$ cat config.mk
export PLATFORM = sky130hd
export DESIGN_NAME = fetch_unit
export DESIGN_NICKNAME = d
export VERILOG_FILES = /design/src/rtl/fetch_pkg.sv /design/src/rtl/fetch_fifo.sv /design/src/rtl/fetch_unit.sv
export SDC_FILE = /design/constraint.sdc
export NUM_CORES = 1
export LEC_CHECK = 0
export ABC_AREA = 1
export ABC_CLOCK_PERIOD_IN_PS = 9930
export BUFFER_PORTS_ARGS = -buffer_cell sky130_fd_sc_hd__buf_2
export CELL_PAD_IN_SITES_DETAIL_PLACEMENT = 1
export CELL_PAD_IN_SITES_GLOBAL_PLACEMENT = 1
export CORE_MARGIN = 2
export CORE_UTILIZATION = 37
export CTS_CLUSTER_DIAMETER = 80
export DETAILED_ROUTE_END_ITERATION = 10
export PLACE_DENSITY_LB_ADDON = 0.1
export SLEW_MARGIN = 10
export SYNTH_ARGS = -nofsm -noshare
export SYNTH_HDL_FRONTEND = slang
export SYNTH_SLANG_ARGS = --single-unit
$ cat constraint.sdc
create_clock -name clk -period 9.93 [get_ports clk]
set_input_delay 0.4965 -clock clk [delete_from_list [all_inputs] [get_ports clk]]
set_output_delay 0.4965 -clock clk [all_outputs]
set_load 0.005 [all_outputs]
$ cat src/rtl/fetch_pkg.sv
// Shared types and constants for the RV32I fetch stage.
// Used by fetch_unit and its instruction buffer, fetch_fifo.
package fetch_pkg;

  localparam logic [31:0] RESET_PC_DEFAULT = 32'h0000_0000;
  // Encodes addi x0,x0,0; shown to decode whenever no instruction is valid.
  localparam logic [31:0] INSTR_NOP        = 32'h0000_0013;

  typedef struct packed {
    logic [31:0] instr;
    logic [31:0] pc;
  } fetch_entry_t;

endpackage

$ cat src/rtl/fetch_fifo.sv
// Instruction buffer: pointer-based FIFO of fetch entries, head read straight from storage.
// Push and pop may share a cycle even when full; flush clears it in one cycle and wins over both.
module fetch_fifo
  import fetch_pkg::*;
#(
  parameter int DEPTH = 4
) (
  input  logic                   clk,
  input  logic                   rst_n,
  input  logic                   push,
  input  fetch_entry_t           push_dat,
  input  logic                   pop,
  input  logic                   flush,
  output fetch_entry_t           head_dat,
  output logic [$clog2(DEPTH):0] count,
  output logic                   full,
  output logic                   empty
);

  localparam int AW = $clog2(DEPTH);

  fetch_entry_t  mem_q [DEPTH];
  logic [AW-1:0] wr_ptr_q, wr_ptr_d;
  logic [AW-1:0] rd_ptr_q, rd_ptr_d;
  logic [AW:0]   count_q, count_d;

  // DEPTH is a power of two, so the pointers wrap on natural overflow.
  always_comb begin
    wr_ptr_d = wr_ptr_q;
    rd_ptr_d = rd_ptr_q;
    count_d  = count_q;
    if (flush) begin
      wr_ptr_d = '0;
      rd_ptr_d = '0;
      count_d  = '0;
    end else begin
      if (push) wr_ptr_d = wr_ptr_q + AW'(1);
      if (pop)  rd_ptr_d = rd_ptr_q + AW'(1);
      count_d = count_q + (AW+1)'(push) - (AW+1)'(pop);
    end
  end

  always_ff @(posedge clk or negedge rst_n) begin
    if (!rst_n) begin
      wr_ptr_q <= '0;
      rd_ptr_q <= '0;
      count_q  <= '0;
    end else begin
      wr_ptr_q <= wr_ptr_d;
      rd_ptr_q <= rd_ptr_d;
      count_q  <= count_d;
    end
  end

  always_ff @(posedge clk) begin
    if (push && !flush) mem_q[wr_ptr_q] <= push_dat;
  end

  assign head_dat = mem_q[rd_ptr_q];
  assign count    = count_q;
  assign full     = (count_q == (AW+1)'(DEPTH));
  assign empty    = (count_q == '0);

endmodule

$ cat src/rtl/fetch_unit.sv
// RV32I fetch: credit-limited sequential requests, in-order responses buffered toward decode; redirects flush.
// Optional FETCH_BYPASS_EN forwards a live response straight to decode when the buffer is empty.
module fetch_unit
  import fetch_pkg::*;
#(
  parameter logic [31:0] RESET_PC   = RESET_PC_DEFAULT,
  parameter int          FIFO_DEPTH = 4
) (
  input  logic        clk,
  input  logic        rst_n,
  output logic        imem_req_valid,
  input  logic        imem_req_ready,
  output logic [31:0] imem_req_addr,
  input  logic        imem_resp_valid,
  input  logic [31:0] imem_resp_data,
  input  logic        redirect_valid,
  input  logic [31:0] redirect_pc,
  output logic        instr_valid,
  output logic [31:0] instr,
  output logic [31:0] instr_pc,
  input  logic        instr_ready
);

  localparam int CW = $clog2(FIFO_DEPTH) + 1;

  logic [31:0]   fetch_pc_q, fetch_pc_d;
  logic [31:0]   resp_pc_q, resp_pc_d;
  logic [CW-1:0] outstanding_q, outstanding_d;
  logic [CW-1:0] drop_cnt_q, drop_cnt_d;

  fetch_entry_t  head_dat, push_dat;
  logic [CW-1:0] fifo_count;
  logic          fifo_full, fifo_empty, fifo_push, fifo_pop;
  logic          req_fire, resp_live, bypass_vld, bypass_take;
  logic [31:0]   redirect_pc_al;
  logic [CW:0]   credit_used;

  assign redirect_pc_al = redirect_pc & 32'hFFFF_FFFC;

  // Buffered plus in-flight never exceeds the buffer depth, so every response has a slot.
  assign credit_used    = {1'b0, fifo_count} + {1'b0, outstanding_q};
  assign imem_req_valid = rst_n && !redirect_valid && (credit_used < (CW+1)'(FIFO_DEPTH));
  assign imem_req_addr  = fetch_pc_q;
  assign req_fire       = imem_req_valid && imem_req_ready;

  assign resp_live = imem_resp_valid && !redirect_valid && (drop_cnt_q == '0);

`ifdef FETCH_BYPASS_EN
  assign bypass_vld = fifo_empty && resp_live;
`else
  assign bypass_vld = 1'b0;
`endif
  assign bypass_take = bypass_vld && instr_ready;

  assign instr_valid = !fifo_empty || bypass_vld;
  assign instr       = !fifo_empty ? head_dat.instr : (bypass_vld ? imem_resp_data : INSTR_NOP);
  assign instr_pc    = fifo_empty  ? resp_pc_q : head_dat.pc;

  assign fifo_pop  = !fifo_empty && instr_ready && !redirect_valid;
  assign fifo_push = resp_live && !bypass_take;
  assign push_dat  = '{instr: imem_resp_data, pc: resp_pc_q};

  always_comb begin
    fetch_pc_d    = fetch_pc_q;
    resp_pc_d     = resp_pc_q;
    drop_cnt_d    = drop_cnt_q;
    outstanding_d = outstanding_q + CW'(req_fire) - CW'(imem_resp_valid);
    if (redirect_valid) begin
      // Everything still in flight belongs to the old path; a response landing now is one of them.
      fetch_pc_d = redirect_pc_al;
      resp_pc_d  = redirect_pc_al;
      drop_cnt_d = outstanding_q - CW'(imem_resp_valid);
    end else begin
      if (req_fire)  fetch_pc_d = fetch_pc_q + 32'd4;
      if (resp_live) resp_pc_d  = resp_pc_q + 32'd4;
      if (imem_resp_valid && (drop_cnt_q != '0)) drop_cnt_d = drop_cnt_q - CW'(1);
    end
  end

  always_ff @(posedge clk or negedge rst_n) begin
    if (!rst_n) begin
      fetch_pc_q    <= RESET_PC;
      resp_pc_q     <= RESET_PC;
      outstanding_q <= '0;
      drop_cnt_q    <= '0;
    end else begin
      fetch_pc_q    <= fetch_pc_d;
      resp_pc_q     <= resp_pc_d;
      outstanding_q <= outstanding_d;
      drop_cnt_q    <= drop_cnt_d;
    end
  end

  fetch_fifo #(
    .DEPTH (FIFO_DEPTH)
  ) u_fifo (
    .clk      (clk),
    .rst_n    (rst_n),
    .push     (fifo_push),
    .push_dat (push_dat),
    .pop      (fifo_pop),
    .flush    (redirect_valid),
    .head_dat (head_dat),
    .count    (fifo_count),
    .full     (fifo_full),
    .empty    (fifo_empty)
  );

  resp_without_req: assert property (@(posedge clk) disable iff (!rst_n)
    imem_resp_valid |-> (outstanding_q != '0));
  push_into_full: assert property (@(posedge clk) disable iff (!rst_n)
    (fifo_push && !fifo_pop && !redirect_valid) |-> !fifo_full);

endmodule

* Yosys cells after proc, flatten, opt, wreduce, memory -nomap -nowiden
Memory sizes are Yosys's and may differ from the RTL's.
Cells that the tools add are included.
W data, S select, Z words.
** Operators by class
- Add/sub/neg operators :: 11
- Order comparisons :: 1
- Mux-type cells :: 15
- Reduce and logical (&&, ||, !) cells :: 18
** Operators with widths (count)
- $mux W32 :: 6
- $add A32 B3 Y32 const B :: 2
- $logic_and A1 B1 Y1 :: 9
- $mux W3 :: 3
- $sub A3 B1 Y3 :: 3
- $mux W2 :: 4
- $reduce_bool A2 Y1 :: 4
- $add A3 B1 Y3 :: 2
- $logic_not A3 Y1 :: 2
- $add A2 B1 Y2 const B :: 2
- $add A3 B3 Y4 :: 1
- $lt A4 B3 Y1 const B :: 1
- $reduce_bool A3 Y1 :: 1
- $sub A3 B1 Y3 const B :: 1
- $logic_not A1 Y1 :: 2
- $mux W1 :: 2
** Storage, ports and cells
- Register bits :: 77
- Memory bits (writable) :: 256
- Bits of input ports :: 70
- Output and inout port bits :: 98
- Logic and storage cells :: 53
- Memories :: 1
** Memories
- u_fifo.mem_q :: words 4, bits a word 64, read ports 1, clocked after Yosys merged registers in 0, wr ports 1, line fetch_fifo.sv:22 : fetch_entry_t mem_q [DEPTH];

* Longest topological paths before layout
Gate-level depths: netlist of the first run.
- Word-level depth :: 6
- Gate-level depth with buffers :: 12
- Mapped depth without buffers :: 11

* Cells and area by module
From an unflattened synthesis of the first run, not the netlist that was laid out.
** Unflattened totals
- Cell total of the unflattened synthesis :: 1668
- Area, all modules :: 16087.9 µm²
** By module, submodules not included
- fetch_fifo :: times used 1, cells an instance 801, area each 10661.5 µm²
- fetch_unit :: times used 1, cells an instance 867, area each 5426.5 µm²

* Worst setup path before layout of the first run
No wires, ideal clock.
- Kind :: register to register
- Start :: reg drop_cnt_q[0]
- End :: mem u_fifo.mem_q[0][10] (netlist bit), enable pin
- Data arrival time :: 3.662 ns
- Slack :: 5.786 ns
- Cell stages (with the launch flop) :: 8
- Path buffers :: 1
- Cells stage by stage :: dfrtp_1 inv_1 ha_1 nand2_1 nor2_1 buf_2 nand2_2 nor2_1
** Between the ends
- Cells in the longest elaborated chain, start to end :: 5
** RTL lines
- from (decl) :: line fetch_unit.sv:29 : logic [CW-1:0] drop_cnt_q, drop_cnt_d;
- from (signal assigned) :: line fetch_unit.sv:90 : drop_cnt_q <= drop_cnt_d;
- $logic_not A3 Y1 :: line fetch_unit.sv:46 : assign resp_live = imem_resp_valid && !redirect_valid && (drop_cnt_q == '0);
- $logic_and A1 B1 Y1 :: line fetch_unit.sv:46
- $logic_and A1 B1 Y1 :: line fetch_fifo.sv:56 : if (push && !flush) mem_q[wr_ptr_q] <= push_dat;
- $mux W1 :: line fetch_fifo.sv:56
- $mux W1 (implied by the code) :: line fetch_fifo.sv:56
- to (decl) :: line fetch_fifo.sv:22
No other way between the ends.

* Worst setup path in the final report of the first run
- Start :: reg u_fifo.rd_ptr_q[0]
- End :: out instr_pc[21]
** Between the ends
- Cells in the longest elaborated chain, start to end :: 2
** RTL lines
- from (decl) :: line fetch_fifo.sv:24 : logic [AW-1:0] rd_ptr_q, rd_ptr_d;
- from (signal assigned) :: line fetch_fifo.sv:50 : rd_ptr_q <= rd_ptr_d;
- $mem_v2 Z4 W64
- $mux W32 :: line fetch_unit.sv:57 : assign instr_pc = fifo_empty ? resp_pc_q : head_dat.pc;
- to (decl) :: line fetch_unit.sv:20 : output logic [31:0] instr_pc,
No other way between the ends.

==> insert_results.sql, run 1 <==
INSERT INTO impl_metrics (metric_group, metric, value, unit) VALUES
('global_routing', 'first_global_vias', '11800', ''),
('yosys', 'yosys_register_bits', '321', ''),
('route', 'vias_per_cell', '5.08', ''),
('yosys', 'synth.lib_cells_used.distinct', '43', ''),
('sta', 'timing.final.max_slew_violations', '0', ''),
('yosys', 'synth_sequential_area_ratio', '63.1', '%'),
('min_path', 'hold_class', 'in -> reg', ''),
('sta', 'timing.final.setup_violations', '0', ''),
('placement', 'place_congestion', '0.837', ''),
('global_routing', 'globalRouteOverflowTotal', '0', ''),
('critical_path', 'reg2reg_depth', '11', ''),
('sta', 'fin_tns_setup', '0', 'ps'),
('sta', 'timing.fmax', '0.248', 'GHz'),
('yosys', 'synth-compound-area-share', '10.9', '%'),
('route', 'via_count', '11100', ''),
('clock_tree', 'htree_levels', '2', ''),
('layout', 'drive_gt1_share', '14.8', '%'),
('route', 'detail_route.wirelength.met1', '19300', 'µm'),
('layout', 'fin_util', '43.4', '%'),
('clock_tree', 'cts_made_buffers', '37', ''),
('critical_path', 'crit_chain', 'clkinv_2, buf_4, o21ai_0, o22ai_1, nand2_1, o21ai_0, buf_2', ''),
('critical_path', 'setup.worst_path.class', 'reg -> out', ''),
('sta', 'timing_hold_violations_final', '0', ''),
('route', 'met2_length', '20100', 'µm'),
('yosys', 'post_synth_mux_area_share', '0', '%'),
('route', 'met3WireLength', '1820', 'µm'),
('yosys', 'adder_cell_area_share_of_the_yosys_netlist', '1.63', '%'),
('route', 'drcViolationCount', '0', ''),
('min_path', 'worst_hold_path.endpoint', 'u_fifo.mem_q[3][57]', ''),
('clock_tree', 'clock-sinks', '321', ''),
('floorplan', 'core_rows', '73', ''),
('critical_path', 'crit-reg2reg-launch', 'drop_cnt_q[0]', ''),
('sta', 'minimum_clock_period_after_layout', '4040', 'ps'),
('yosys', 'synth-simple-area-share', '18.1', '%'),
('floorplan', 'die_width', '203', 'µm'),
('critical_path', 'crit-reg2reg-capture', 'u_fifo.count[2]', ''),
('clock_tree', 'cts_tree', 'built', ''),
('run', 'max_cap_viol_count', '0', ''),
('floorplan', 'start_util', '37.3', '%'),
('placement', 'place.port_buffers', '161', ''),
('floorplan', 'io_pins', '168', ''),
('floorplan', 'die_footprint', '0.0413', 'mm²'),
('global_routing', 'grt.total_usage', '20.7', '%'),
('layout', 'nNetsFinal', '1722', ''),
('clock_tree', 'clkSlewWorstSetupHoldPaths', '60', 'ps'),
('placement', 'placedCellCount', '2119', ''),
('critical_path', 'r2r_slack', '6660', 'ps'),
('critical_path', 'worstPathRequired', '9430', 'ps'),
('route', 'first_pass_iters', '5', ''),
('placement', 'place_ws', '6330', 'ps'),
('route', 'route.top_layer_used', 'met5', ''),
('layout', 'final_cell_count_no_fill', '2181', ''),
('critical_path', 'worstSetupStartpointType', 'flip-flop', ''),
('yosys', 'synthesis.area_per_instance', '9.88', 'µm²'),
('placement', 'placed_area', '0.0160', 'mm²'),
('global_routing', 'wire_length_of_the_first_global_routing_pass', '66100', 'µm'),
('critical_path', 'worst_ep_arrival_time', '3540', 'ps'),
('placement', 'post-dp-hpwl', '26200', 'µm'),
('outcome', 'status', 'complete, no violations', ''),
('yosys', 'netlist_area_before_placement', '0.0147', 'mm²'),
('power', 'power_per_cell_area', '239', 'mW/mm²'),
('layout', 'area_growth', '16.5', '%'),
('power', 'ir_drop', '0.000118', 'V'),
('sta', 'worst_slack', '5890', 'ps'),
('yosys', 'synthCells', '1488', ''),
('floorplan', 'die_y', '203', 'µm'),
('clock_tree', 'cts.root.buffer_cell', 'sky130_fd_sc_hd__clkbuf_16', ''),
('clock_tree', 'post-cts-setup-buffer-count', '0', ''),
('clock_tree', 'ctsResizeCount', '0', ''),
('yosys', 'synth_warnings', '0', ''),
('layout', 'fill_cells', '4523', '');
-- per-layer routing --
layer  GRT usage [%]  up-vias
met4            5.29        2
met3            3.69       63
met1            27.3     5485
met2            35.4      191
li1                -     5341
met5               0        -
-- synth_stat cells (all sizes together) --
library cell / count / area, µm²
o21bai: 4 / 30.0
conb: 1 / 3.75
nor2: 276 / 1070
nor3: 6 / 35.0
clkinv: 4 / 16.3
fa: 2 / 40.0
xor2: 11 / 96.3
nand4: 8 / 50.1
xnor2: 10 / 87.6
nand3: 82 / 410
o22ai: 29 / 181
a21o: 1 / 7.51
a21oi: 57 / 285
edfxtp: 248 / 7450
nor2b: 1 / 6.26
o311ai: 3 / 26.3
clkbuf: 39 / 146
buf: 31 / 171
a22oi: 2 / 15.0
inv: 109 / 409
ha: 16 / 200
o221ai: 3 / 26.3
a31oi: 3 / 18.8
o211ai: 18 / 135
nand3b: 2 / 27.5
or2: 1 / 8.76
o21ai: 173 / 866
dfrtp: 73 / 1830
and2: 1 / 6.26
o21a: 1 / 7.51
nand2: 273 / 1040
-- state kept, by name, indices dropped and copies added, names as in the netlist --
| register | flops |
|---|---|
| u_fifo.count | 3 |
| u_fifo.mem_q | 248 |
| u_fifo.rd_ptr_q | 2 |
| u_fifo.wr_ptr_q | 2 |
| imem_req_addr | 30 |
| outstanding_q | 3 |
| resp_pc_q | 30 |
| drop_cnt_q | 3 |
-- worst max path at each step --
stage               cells past startpoint  slack (ps)          startpoint                   to
floorplan                               7        5790       drop_cnt_q[0]  u_fifo.mem_q[0][10]
global placement                        7        6390  u_fifo.rd_ptr_q[0]         instr_pc[31]
detailed placement                      7        6330  u_fifo.rd_ptr_q[0]          instr_pc[7]
CTS                                     7        5750  u_fifo.rd_ptr_q[0]          instr_pc[7]
global route                            7        5500  u_fifo.rd_ptr_q[0]          instr_pc[7]
finish                                  7        5890  u_fifo.rd_ptr_q[0]         instr_pc[21]
-- power breakdown --
group	internal (W)	leakage, nW	switching (W)
logic	0.000363	3.13	0.000708
clock network	0.000764	0.540	0.000526
registers	0.00158	3.12	0.000151
total	0.00270	6.79	0.00138
-- logic make-up (layout without fill, tap and decap cells) --
family	Yosys count	in the layout
buf+inv	183	348
flops	321	321
fa+ha+maj	18	18
simple gates	650	650
other cells	1	4
xor+xnor	21	21
compound gates	294	294
-- per-stage QoR --
step	total power, W	hold slack [ps]
after floorplan	0.00234	201
after global placement	0.00282	497
after detailed placement	0.00285	499
after CTS	0.00416	151
after global routing	0.00435	161
final	0.00409	184
-- area by class of cell --
class / instances / area [µm²] / share of cell area (%)
Sequential cell: 321 / 9280 / 54.2
Multi-Input combinational cell: 987 / 4730 / 27.6
Clock buffer: 49 / 1010 / 5.92
Timing Repair Buffer: 174 / 908 / 5.31
Tap cell: 525 / 657 / 3.84
Inverter: 113 / 427 / 2.49
Clock inverter: 12 / 108 / 0.629
No activity file was read; power rests on OpenSTA's default activity.
==> inputs of run 2 (changes only) <==
Settings changed: ABC_CLOCK_PERIOD_IN_PS 9930 to 3700.
Clock period 9.93 ns to 3.7 ns, I/O delays scaled along.
==> run 2 against run 1 <==
Against the previous run:
- wire length rose by 1.5%
- hold slack got worse by 160 ps
- sequential power rose to 2.6 times the previous value
- critical endpoint is now instr[29]
==> insert_results.sql, run 2 (synthesized netlist as in run 1, its figures left out) <==
INSERT INTO impl_metrics (metric_group, metric, value, unit) VALUES
('outcome', 'status', 'complete, no violations', ''),
('placement', 'place_congestion', '0.840', ''),
('critical_path', 'path_common_cell', 'sky130_fd_sc_hd__buf_4', ''),
('clock_tree', 'post-cts-setup-buffer-count', '0', ''),
('route', 'drcViolationCount', '0', ''),
('route', 'dr.first_iter.drc_count', '498', ''),
('layout', 'stdcell_area', '0.0178', 'mm²'),
('sta', 'hold_slack', '21.1', 'ps'),
('critical_path', 'cpMaxStageDelayCell', 'sky130_fd_sc_hd__buf_4', ''),
('sta', 'fin_tns_setup', '0', 'ps'),
('route', 'via_count', '11300', ''),
('layout', 'layout.cells.most_common_list', 'sky130_fd_sc_hd__nand2_1, sky130_fd_sc_hd__nor2_1, sky130_fd_sc_hd__edfxtp_1', ''),
('clock_tree', 'cts-root-to-sink-buffers', '3', ''),
('clock_tree', 'cts_made_buffers', '37', ''),
('critical_path', 'r2r_slack', '1080', 'ps'),
('global_routing', 'first_global_vias', '11900', ''),
('layout', 'register_with_the_most_flip_flops', 'u_fifo.mem_q', ''),
('sta', 'timing.final.max_slew_violations', '0', ''),
('clock_tree', 'htree_levels', '2', ''),
('placement', 'place.port_buffers', '161', ''),
('sta', 'timing.fmax', '0.364', 'GHz'),
('route', 'first_pass_iters', '4', ''),
('min_path', 'worst_hold_path.endpoint', 'imem_req_addr[25]', ''),
('global_routing', 'globalRouteOverflowTotal', '0', ''),
('floorplan', 'die_y', '203', 'µm'),
('sta', 'timing.final.setup_violations', '0', ''),
('sta', 'worst_slew_margin_rel', '42.0', '%'),
('min_path', 'timing.hold.worst.start', 'redirect_pc[25]', ''),
('clock_tree', 'worst_skew_pair.late_latency', '530', 'ps'),
('sta', 'grt_setup_unrepaired', 'no', ''),
('layout', 'number_of_flip_flops_under_the_largest_register_name', '248', ''),
('critical_path', 'slowest_delay', '530', 'ps'),
('run', 'max_cap_viol_count', '0', ''),
('clock_tree', 'cts_tree', 'built', ''),
('critical_path', 'crit_chain', 'nor2_1, nand2_2, buf_4, clkinv_1, buf_4, a21oi_1, buf_2', ''),
('global_routing', 'antenna_found_initial', '0', ''),
('critical_path', 'reg2reg_depth', '11', ''),
('placement', 'placedCellCount', '2126', ''),
('sta', 'fin_worst_skew', '11.3', 'ps'),
('sta', 'timing_hold_violations_final', '0', ''),
('route', 'vias_per_cell', '5.03', ''),
('critical_path', 'worstPathRequired', '3510', 'ps'),
('layout', 'most_common_cell_after_layout_fill_and_taps_aside', 'sky130_fd_sc_hd__nand2_1', ''),
('floorplan', 'die_width', '203', 'µm'),
('floorplan', 'io_pins', '168', ''),
('layout', 'multi_input_area', '0.00473', 'mm²'),
('global_routing', 'grt.total_usage', '21.1', '%'),
('critical_path', 'worst_path_dominant_cell_family', 'buffers and inverters', ''),
('sta', 'worst_slew_pin_tran', '870', 'ps'),
('layout', 'drive_gt1_share', '15.0', '%'),
('power', 'leakage', '7.08', 'nW'),
('global_routing', 'wire_length_of_the_first_global_routing_pass', '67800', 'µm'),
('critical_path', 'crit-reg2reg-capture', 'outstanding_q[2]', ''),
('floorplan', 'die_footprint', '0.0413', 'mm²'),
('critical_path', 'crit-reg2reg-launch', 'u_fifo.count[1]', ''),
('critical_path', 'setup.worst_path.class', 'reg -> out', ''),
('route', 'wl_per_cell', '19.0', 'µm'),
('floorplan', 'start_util', '37.3', '%'),
('layout', 'nNetsFinal', '1786', ''),
('critical_path', 'wp_buf_inv', '4', ''),
('clock_tree', 'clkSlewWorstSetupHoldPaths', '60', 'ps'),
('critical_path', 'timing.critical_path.fanout_max', '59', ''),
('power', 'power_per_cell_area', '617', 'mW/mm²'),
('critical_path', 'worst_ep_arrival_time', '2560', 'ps'),
('floorplan', 'core_rows', '73', ''),
('layout', 'antenna-diode-count', '0', ''),
('sta', 'post-route-period-util', '74.2', '%'),
('placement', 'placed_area', '0.0161', 'mm²'),
('placement', 'post-dp-hpwl', '26500', 'µm'),
('sta', 'minimum_clock_period_after_layout', '2740', 'ps'),
('clock_tree', 'clock-sinks', '321', ''),
('route', 'detail_route.wirelength', '42700', 'µm'),
('clock_tree', 'cts.root.buffer_cell', 'sky130_fd_sc_hd__clkbuf_16', ''),
('layout', 'final_cell_count_no_fill', '2249', ''),
('layout', 'fill_cells', '4498', ''),
('critical_path', 'worstSetupEndpointType', 'output pin', ''),
('min_path', 'worst_hold_path_depth', '5', ''),
('layout', 'area_growth', '21.0', '%'),
('min_path', 'hold_class', 'in -> reg', ''),
('floorplan', 'core_region', '0.0395', 'mm²'),
('route', 'detail-route-antenna-nets', '0', ''),
('critical_path', 'worstSetupStartpointType', 'flip-flop', ''),
('power', 'ir_drop', '0.000284', 'V'),
('global_routing', 'grt_max_degree', '68', ''),
('power', 'finalPower', '0.0110', 'W'),
('layout', 'seqCellArea', '0.00928', 'mm²');
run 2: changes by cell type in the layout (fill, tap and decap cells not counted):
cell | before | now
sky130_fd_sc_hd__buf_12 | 0 | 5
sky130_fd_sc_hd__buf_4 | 13 | 15
sky130_fd_sc_hd__bufinv_16 | 2 | 0
sky130_fd_sc_hd__clkbuf_1 | 10 | 12
sky130_fd_sc_hd__clkbuf_8 | 0 | 1
sky130_fd_sc_hd__clkinv_1 | 9 | 5
sky130_fd_sc_hd__clkinv_2 | 3 | 10
sky130_fd_sc_hd__dlygate4sd3_1 | 1 | 58
run 2: cell type report:
class | count | share of cell area [%]
inverters | 113 | 2.40
flip-flops and latches | 321 | 52.2
clock buffers | 52 | 5.82
clock inverters | 13 | 0.380
multi-input cells | 987 | 26.6
repair buffers | 238 | 8.96
well taps | 525 | 3.69
run 2: per-stage QoR:
stage               util, %  setup WS, ps
floorplan                 -          -444
global placement       40.8          1090
detailed placement     40.8          1000
CTS                    45.1           872
global route           45.1           718
finish                 45.1           956
run 2: worst max-delay path by stage:
stage | endpoint | cells after the start | start
after floorplan | u_fifo.mem_q[0][10] | 7 | drop_cnt_q[0]
after global placement | outstanding_q[2] | 11 | u_fifo.count[1]
after detailed placement | u_fifo.count[1] | 9 | redirect_valid
after CTS | instr[29] | 7 | u_fifo.count[1]
after global routing | instr[29] | 7 | u_fifo.count[1]
final | instr[29] | 7 | u_fifo.count[1]
run 2: layer usage:
layer,track usage (%),vias to the layer above,wire length [µm]
li1,-,5475,-
met1,28.2,5576,19500
met2,35.9,218,20400
met3,3.61,50,1980
met4,4.74,0,760
met5,0,-,0
run 2: tightest hold or removal path, stage by stage:
cell	delay, ps
sky130_fd_sc_hd__buf_2	130
sky130_fd_sc_hd__nand2_1	60
sky130_fd_sc_hd__nand2_1	60
sky130_fd_sc_hd__inv_1	30
sky130_fd_sc_hd__nand2_1	50
run 2: repair_timing:
item | CTS | global route
gates resized for setup | 0 | 0
hold buffers | 58 | 0
endpoints found under the hold margin | 204 | 0
setup endpoints to repair | 0 | 0
run 2: power breakdown:
group | total (W) | switching [W] | leakage, nW | internal [W]
logic | 0.00304 | 0.00198 | 3.42 | 0.00105
registers | 0.00458 | 0.000353 | 3.12 | 0.00423
clock network | 0.00337 | 0.00142 | 0.543 | 0.00195
